**src/rtl/capture_write_counter_if.sv**
```systemverilog
// capture_write_counter_if
//   Bundles the capture-FSM side of the write counter: enable/clear/decimation
//   from the control FSM, and the BRAM write strobe/address, full pulse,
//   sample count and busy flag returned by the counter.
//   master : the capture control FSM (drives enable, clear, decimation)
//   slave  : capture_write_counter (drives BRAM strobe/address and status)
interface capture_write_counter_if #(
  parameter int ADDR_W  = 10,
  parameter int DECIM_W = 8
);
  logic               i_write_ena;
  logic               i_clear;
  logic [DECIM_W-1:0] i_decim;
  logic               o_bram_we;
  logic [ADDR_W-1:0]  o_bram_addr;
  logic               o_write_full;
  logic [ADDR_W:0]    o_count;
  logic               o_busy;

  modport master (
    output i_write_ena, i_clear, i_decim,
    input  o_bram_we, o_bram_addr, o_write_full, o_count, o_busy
  );

  modport slave (
    input  i_write_ena, i_clear, i_decim,
    output o_bram_we, o_bram_addr, o_write_full, o_count, o_busy
  );
endinterface

```
**src/rtl/capture_write_counter.sv**
```systemverilog
// capture_write_counter
//   Write-address generator and fill monitor for the capture BRAM. Turns the
//   capture FSM's write enable into a decimated, registered BRAM write strobe
//   and address, pulses o_write_full with the write to address DEPTH-1, and
//   counts the samples stored in the current or last run.
//
// Ports
//   clk   : system clock, rising edge
//   i_rst : asynchronous active-high reset
//   bus   : capture_write_counter_if.slave
//           i_write_ena, i_clear, i_decim in; o_bram_we, o_bram_addr,
//           o_write_full, o_count, o_busy out
//
// state | meaning
// IDLE  | waiting for enable; next enable latches decimation and starts a run
// RUN   | writing one sample every decim_q+1 enabled cycles
// DONE  | DEPTH samples stored; writes blocked until enable drops
module capture_write_counter #(
  parameter int ADDR_W  = 10,
  parameter int DEPTH   = 1024,
  parameter int DECIM_W = 8
) (
  input  logic                    clk,
  input  logic                    i_rst,
  capture_write_counter_if.slave  bus
);

  typedef enum logic [1:0] {
    ST_IDLE = 2'd0,
    ST_RUN  = 2'd1,
    ST_DONE = 2'd2
  } state_t;

  localparam logic [ADDR_W-1:0] LAST_ADDR = ADDR_W'(DEPTH - 1);

  state_t             state_q;
  state_t             state_d;
  logic [ADDR_W-1:0]  addr_q;
  logic [DECIM_W-1:0] decim_q;
  logic [DECIM_W-1:0] presc_q;
  logic [ADDR_W:0]    count_q;
  logic               we_q;
  logic               full_q;
  logic [ADDR_W-1:0]  bram_addr_q;
  logic               write_go;
  logic               last_write;

  // A sample is taken only on the prescaler's zero phase, so i_decim=0
  // writes on every enabled cycle.
  assign write_go   = (state_q == ST_RUN) && bus.i_write_ena && (presc_q == '0);
  assign last_write = write_go && (addr_q == LAST_ADDR);

  always_ff @(posedge clk or posedge i_rst) begin
    if (i_rst) begin
      state_q <= ST_IDLE;
    end else begin
      state_q <= state_d;
    end
  end

  always_comb begin
    state_d = state_q;
    if (bus.i_clear) begin
      state_d = ST_IDLE;
    end else begin
      case (state_q)
        ST_IDLE: if (bus.i_write_ena) state_d = ST_RUN;
        ST_RUN:  if (last_write)      state_d = ST_DONE;
        ST_DONE: if (!bus.i_write_ena) state_d = ST_IDLE;
        default: state_d = ST_IDLE;
      endcase
    end
  end

  always_ff @(posedge clk or posedge i_rst) begin
    if (i_rst) begin
      addr_q      <= '0;
      decim_q     <= '0;
      presc_q     <= '0;
      count_q     <= '0;
      we_q        <= 1'b0;
      full_q      <= 1'b0;
      bram_addr_q <= '0;
    end else if (bus.i_clear) begin
      // Abort: drop any pending strobe and rewind, but keep the count so
      // software can see how far the aborted run got.
      addr_q  <= '0;
      presc_q <= '0;
      we_q    <= 1'b0;
      full_q  <= 1'b0;
    end else begin
      we_q   <= write_go;
      full_q <= last_write;
      case (state_q)
        ST_IDLE: begin
          if (bus.i_write_ena) begin
            decim_q <= bus.i_decim;
            count_q <= '0;
            presc_q <= '0;
            addr_q  <= '0;
          end
        end
        ST_RUN: begin
          if (bus.i_write_ena) begin
            presc_q <= (presc_q == decim_q) ? '0 : presc_q + 1'b1;
          end
          if (write_go) begin
            bram_addr_q <= addr_q;
            count_q     <= count_q + 1'b1;
            // Rewind on the last write so the address never steps past
            // DEPTH-1, even when DEPTH is not a power of two.
            addr_q      <= last_write ? '0 : addr_q + 1'b1;
          end
        end
        ST_DONE: begin
          if (!bus.i_write_ena) addr_q <= '0;
        end
        default: addr_q <= '0;
      endcase
    end
  end

  always_comb begin
    bus.o_busy       = (state_q == ST_RUN);
    bus.o_bram_we    = we_q;
    bus.o_bram_addr  = bram_addr_q;
    bus.o_write_full = full_q;
    bus.o_count      = count_q;
  end

endmodule

```
**src/flat_wrapper.sv**
```systemverilog
// flat-port wrapper written by rule: the top's interface ports become plain ports
module capture_write_counter_flat 
#(
  parameter int ADDR_W  = 10,
  parameter int DEPTH   = 1024,
  parameter int DECIM_W = 8
)
  (clk, i_rst, bus_i_write_ena, bus_i_clear, bus_i_decim, bus_o_bram_we, bus_o_bram_addr, bus_o_write_full, bus_o_count, bus_o_busy);
  capture_write_counter_if #(.ADDR_W(ADDR_W), .DECIM_W(DECIM_W)) bus_i ();
  input  logic clk;
  input  logic i_rst;
  input wire logic [$bits(bus_i.i_write_ena)-1:0] bus_i_write_ena;
  input wire logic [$bits(bus_i.i_clear)-1:0] bus_i_clear;
  input wire logic [$bits(bus_i.i_decim)-1:0] bus_i_decim;
  output wire logic [$bits(bus_i.o_bram_we)-1:0] bus_o_bram_we;
  output wire logic [$bits(bus_i.o_bram_addr)-1:0] bus_o_bram_addr;
  output wire logic [$bits(bus_i.o_write_full)-1:0] bus_o_write_full;
  output wire logic [$bits(bus_i.o_count)-1:0] bus_o_count;
  output wire logic [$bits(bus_i.o_busy)-1:0] bus_o_busy;
  assign bus_i.i_write_ena = bus_i_write_ena;
  assign bus_i.i_clear = bus_i_clear;
  assign bus_i.i_decim = bus_i_decim;
  assign bus_o_bram_we = bus_i.o_bram_we;
  assign bus_o_bram_addr = bus_i.o_bram_addr;
  assign bus_o_write_full = bus_i.o_write_full;
  assign bus_o_count = bus_i.o_count;
  assign bus_o_busy = bus_i.o_busy;
  capture_write_counter #(.ADDR_W(ADDR_W), .DEPTH(DEPTH), .DECIM_W(DECIM_W)) u_core (.clk(clk), .i_rst(i_rst), .bus(bus_i));
endmodule
```
**config.mk**
```make
export PLATFORM = sky130hd
export DESIGN_NAME = capture_write_counter_flat
export DESIGN_NICKNAME = d
export VERILOG_FILES = /design/src/rtl/capture_write_counter_if.sv /design/src/rtl/capture_write_counter.sv /design/src/flat_wrapper.sv
export SDC_FILE = /design/constraint.sdc
export NUM_CORES = 1
export LEC_CHECK = 0
export CAP_MARGIN = 20
export CORE_MARGIN = 2
export CORE_UTILIZATION = 54
export DETAILED_ROUTE_END_ITERATION = 7
export MAX_ROUTING_LAYER = met4
export PLACE_DENSITY = 0.79
export SYNTH_ARGS = -nofsm -noshare
export SYNTH_HDL_FRONTEND = slang
export SYNTH_SLANG_ARGS = --single-unit
```
**constraint.sdc**
```tcl
create_clock -name clk -period 1.89 [get_ports clk]
set_input_delay 0.189 -clock clk [delete_from_list [all_inputs] [get_ports clk]]
set_output_delay 0.189 -clock clk [all_outputs]
set_load 0.02 [all_outputs]
```
==> flow_metrics.env <==
export IMPL_route_detailed_vias_per_inst=5.548
export IMPL_hold_path_class="input port to asynchronous set/reset pin"
export IMPL_cp_endpoint="u_core.addr_q[3]"
export IMPL_peakVddDrop_v=0.0005309
export IMPL_cts_tree="yes"
export IMPL_rsz0062_at_grt="yes"
export IMPL_wl_per_cell_um=14.13
export IMPL_design_area_um2=3337
export IMPL_crit_path_max_fanout=9
export IMPL_synth_area_per_cell_um2=9.961
export IMPL_skew_ps=7.991
export IMPL_synth_distinct_cells=44
export IMPL_grt_remaining_overflow=0
export IMPL_hold_viol=0
export IMPL_syn_to_final_growth_pct=29.84
export IMPL_leakage_nw=1.448
export IMPL_ys_seq_elements=51
export IMPL_fin_nets=335
export IMPL_vias=2075
export IMPL_reg2reg_slack_ps=60
export IMPL_fin_ws_ps=57.18
export IMPL_synth_area_leaders="dfrtp_1 (50%), nand2_1 (7.2%), xnor2_1 (6.8%), mux2_2 (3.9%), nor2_1 (3.1%)"
export IMPL_period_needed_ps=1833
export IMPL_path_class="register to register"
export IMPL_setup_viol=0
export IMPL_clk_latency_ps=310
export IMPL_r2r_end="u_core.addr_q[3]"
export IMPL_cts_max_level=2
export IMPL_crit_path_start_kind="register"
export IMPL_die_h_um=72.99
export IMPL_r2r_start="u_core.state_q[1]"
export IMPL_ys_seq_area_share_pct=49.66
export IMPL_switching_share_pct=25.50
export IMPL_dp_slack_ps=-167.4
export IMPL_cts_hold_buffers_added=0
export IMPL_whs_ps=154.7
export IMPL_grt_start_max_net_pins=23
export IMPL_dp_hpwl_um=3818
export IMPL_start_util_pct=55.14
export IMPL_placed_area_um2=3167
export IMPL_ios=36
export IMPL_utilization_pct=71.60
export IMPL_crit_path_start="u_core.state_q[1]"
export IMPL_synth_ff_type="dfrtp_1"
export IMPL_drt_iter0_drc=140
export IMPL_rows=25
export IMPL_p_per_area_nw_per_um2=790.6
export IMPL_comb_power_share_pct=18.7
export IMPL_async_reset_ff_share_pct=100.0
export IMPL_port_buffers=35
export IMPL_netlist_instances=258
export IMPL_clk_path_buf_depth=2
export IMPL_total_power_mw=2.638
export IMPL_period_share_pct=96.97
export IMPL_yosys_warnings=0
export IMPL_syn_nets=274
export IMPL_place_gp_congestion=0.9703
export IMPL_diodes=0
export IMPL_synth_edff_count=0
export IMPL_instances_no_fill=374
export IMPL_synth_top_cell_by_area="dfrtp_1"
export IMPL_grt_pass1_vias=2055
export IMPL_p_seq_share_pct=47.3
export IMPL_ant_nets=0
export IMPL_grt_usage_pct=22.93
export IMPL_drive_gt1_share_pct=19.38
export IMPL_die_area_um2=5327
export IMPL_grt_pass1_wl_um=9287
export IMPL_crit_required_ps=2120
export IMPL_clk_pin_slew_worst_paths_ps=100
export IMPL_drc=0
export IMPL_wl_um=5286
export IMPL_cts_buffers=5
export IMPL_clockRootBuffer="clkbuf_8"
export IMPL_slew_viol_final=0
export IMPL_dp_cells=365
export IMPL_drtPass1Iterations=4
export IMPL_max_freq_mhz=545.6
export IMPL_drv_cap=0
export IMPL_endpoint_kind="register"
export IMPL_power_clock_fraction_pct=34.0
export IMPL_worst_pin_slew_ps=430.7
export IMPL_antenna_found_initial=0
export IMPL_netlist_area_leader_share_pct=49.66
export IMPL_max_slew_margin_pct=71.16
export IMPL_arrival_ps=2060
export IMPL_die_w_um=72.99
export IMPL_p_int_mw=1.965
export IMPL_core_um2=4661
export IMPL_netlist_area_um2=2570
export IMPL_switchingPower_mw=0.6729
export IMPL_reg2reg_depth=4
export IMPL_outcome="complete, no violations"
export IMPL_cts_sinks=51
export IMPL_final_setup_tns_ps=0
-- cell usage in the layout (no fill, tap or decap), types with 4 or more instances in the layout --
master and n:
nand3_1 10, nand2_1 49, clkbuf_8 5, inv_1 6, nor3_1 6, xnor2_1 20
o2bb2ai_1 4, nand4_1 6, nor4_2 4, clkdlybuf4s50_1 34, ha_1 4, o21ai_0 7
or2_2 4, mux2_2 9, a21oi_1 5, dfrtp_1 51, nand2b_1 4, nor2_1 21
buf_4 24
-- worst max-delay path, stage by stage (launching register included) --
cell and delay [ps]:
dfrtp_1 490, or3b_4 470, a41o_1 240, or3_4 350
o31ai_2 220
-- layer usage --
| metal | global-route usage [%] | up-vias | wire (um) | share of wire, % |
|---|---|---|---|---|
| met5 | - | - | 0 | 0 |
| met4 | 7.407 | 0 | 76 | 1.4 |
| met3 | 4.834 | 9 | 191 | 3.6 |
| met2 | 37.84 | 48 | 2733 | 52 |
| met1 | 28.11 | 1010 | 2285 | 43 |
| li1 | - | 1008 | - | - |
-- state kept, by name (all words and copies together) (netlist names) --
signal and cells:
u_core.addr_q 10, u_core.bus.o_write_full 1, u_core.bus.o_bram_we 1, u_core.bus.o_bram_addr 10
u_core.bus.o_count 11, u_core.state_q 2, u_core.presc_q 8, u_core.decim_q 8
-- power groups by stage --
stage | Clock (mW) | Combinational (mW) | Sequential, mW
2_1_floorplan | 0 | 0.271 | 1.28
5_1_grt | 0.963 | 0.543 | 1.26
6_report | 0.898 | 0.493 | 1.25
3_3_place_gp | 0 | 0.473 | 1.26
3_5_place_dp | 0 | 0.487 | 1.27
4_1_cts | 0.918 | 0.488 | 1.25
-- final cells by class --
cell class,count,area [um^2]
Inverter,8,30.03
Sequential cell,51,1276
Timing Repair Buffer,61,569.3
Tap cell,54,67.56
Clock buffer,5,68.82
Clock inverter,3,67.56
Fill cell,335,1324
Multi-Input combinational cell,192,1257
-- how the worst min path moves through the flow --
stage / end / from / depth (start not counted)
after floorplan: u_core.decim_q[0] / bus_i_decim[0] / 1
after global placement: u_core.bus.o_bram_addr[6] / u_core.bus.o_bram_addr[6] / 2
after detailed placement: u_core.bus.o_bram_addr[4] / u_core.bus.o_bram_addr[4] / 2
after CTS: u_core.bus.o_bram_we / i_rst / 2
after global routing: u_core.bus.o_bram_we / i_rst / 2
final: u_core.bus.o_bram_we / i_rst / 2
-- cells in the mapped netlist, drive strengths merged, types with 3 or more instances --
| cell type | n |
|---|---|
| nand2b | 4 |
| mux2 | 9 |
| a21oi | 6 |
| dfrtp | 51 |
| nand4 | 6 |
| nand3 | 11 |
| buf | 5 |
| nor3 | 8 |
| xor2 | 3 |
| o21ai | 10 |
| xnor2 | 20 |
| inv | 7 |
| o2bb2ai | 4 |
| nand2 | 49 |
| or2 | 5 |
| or3 | 4 |
| nor4 | 6 |
| ha | 4 |
| nor2 | 21 |
-- cells by family after synthesis --
kind of cell               count (synthesis)  share of synthesized area (%)
AOI/OAI and AO/OA                         30                          7.886
xor gates and xnor gates                  23                          7.839
adders and majority gates                  4                          1.947
buffers and inverters                     15                          2.678
DFF                                       51                          49.66
muxes                                      9                          3.944
and+or+nand+nor                          126                          26.05
-- repair_timing --
action,4_1_cts,5_1_grt
pin swaps,0,0
endpoints found under the hold margin,0,0
resized for setup,1,6
setup endpoints to repair,1,17
buffers inserted,0,1
Note: power is estimated with default switching activity, not from simulation.
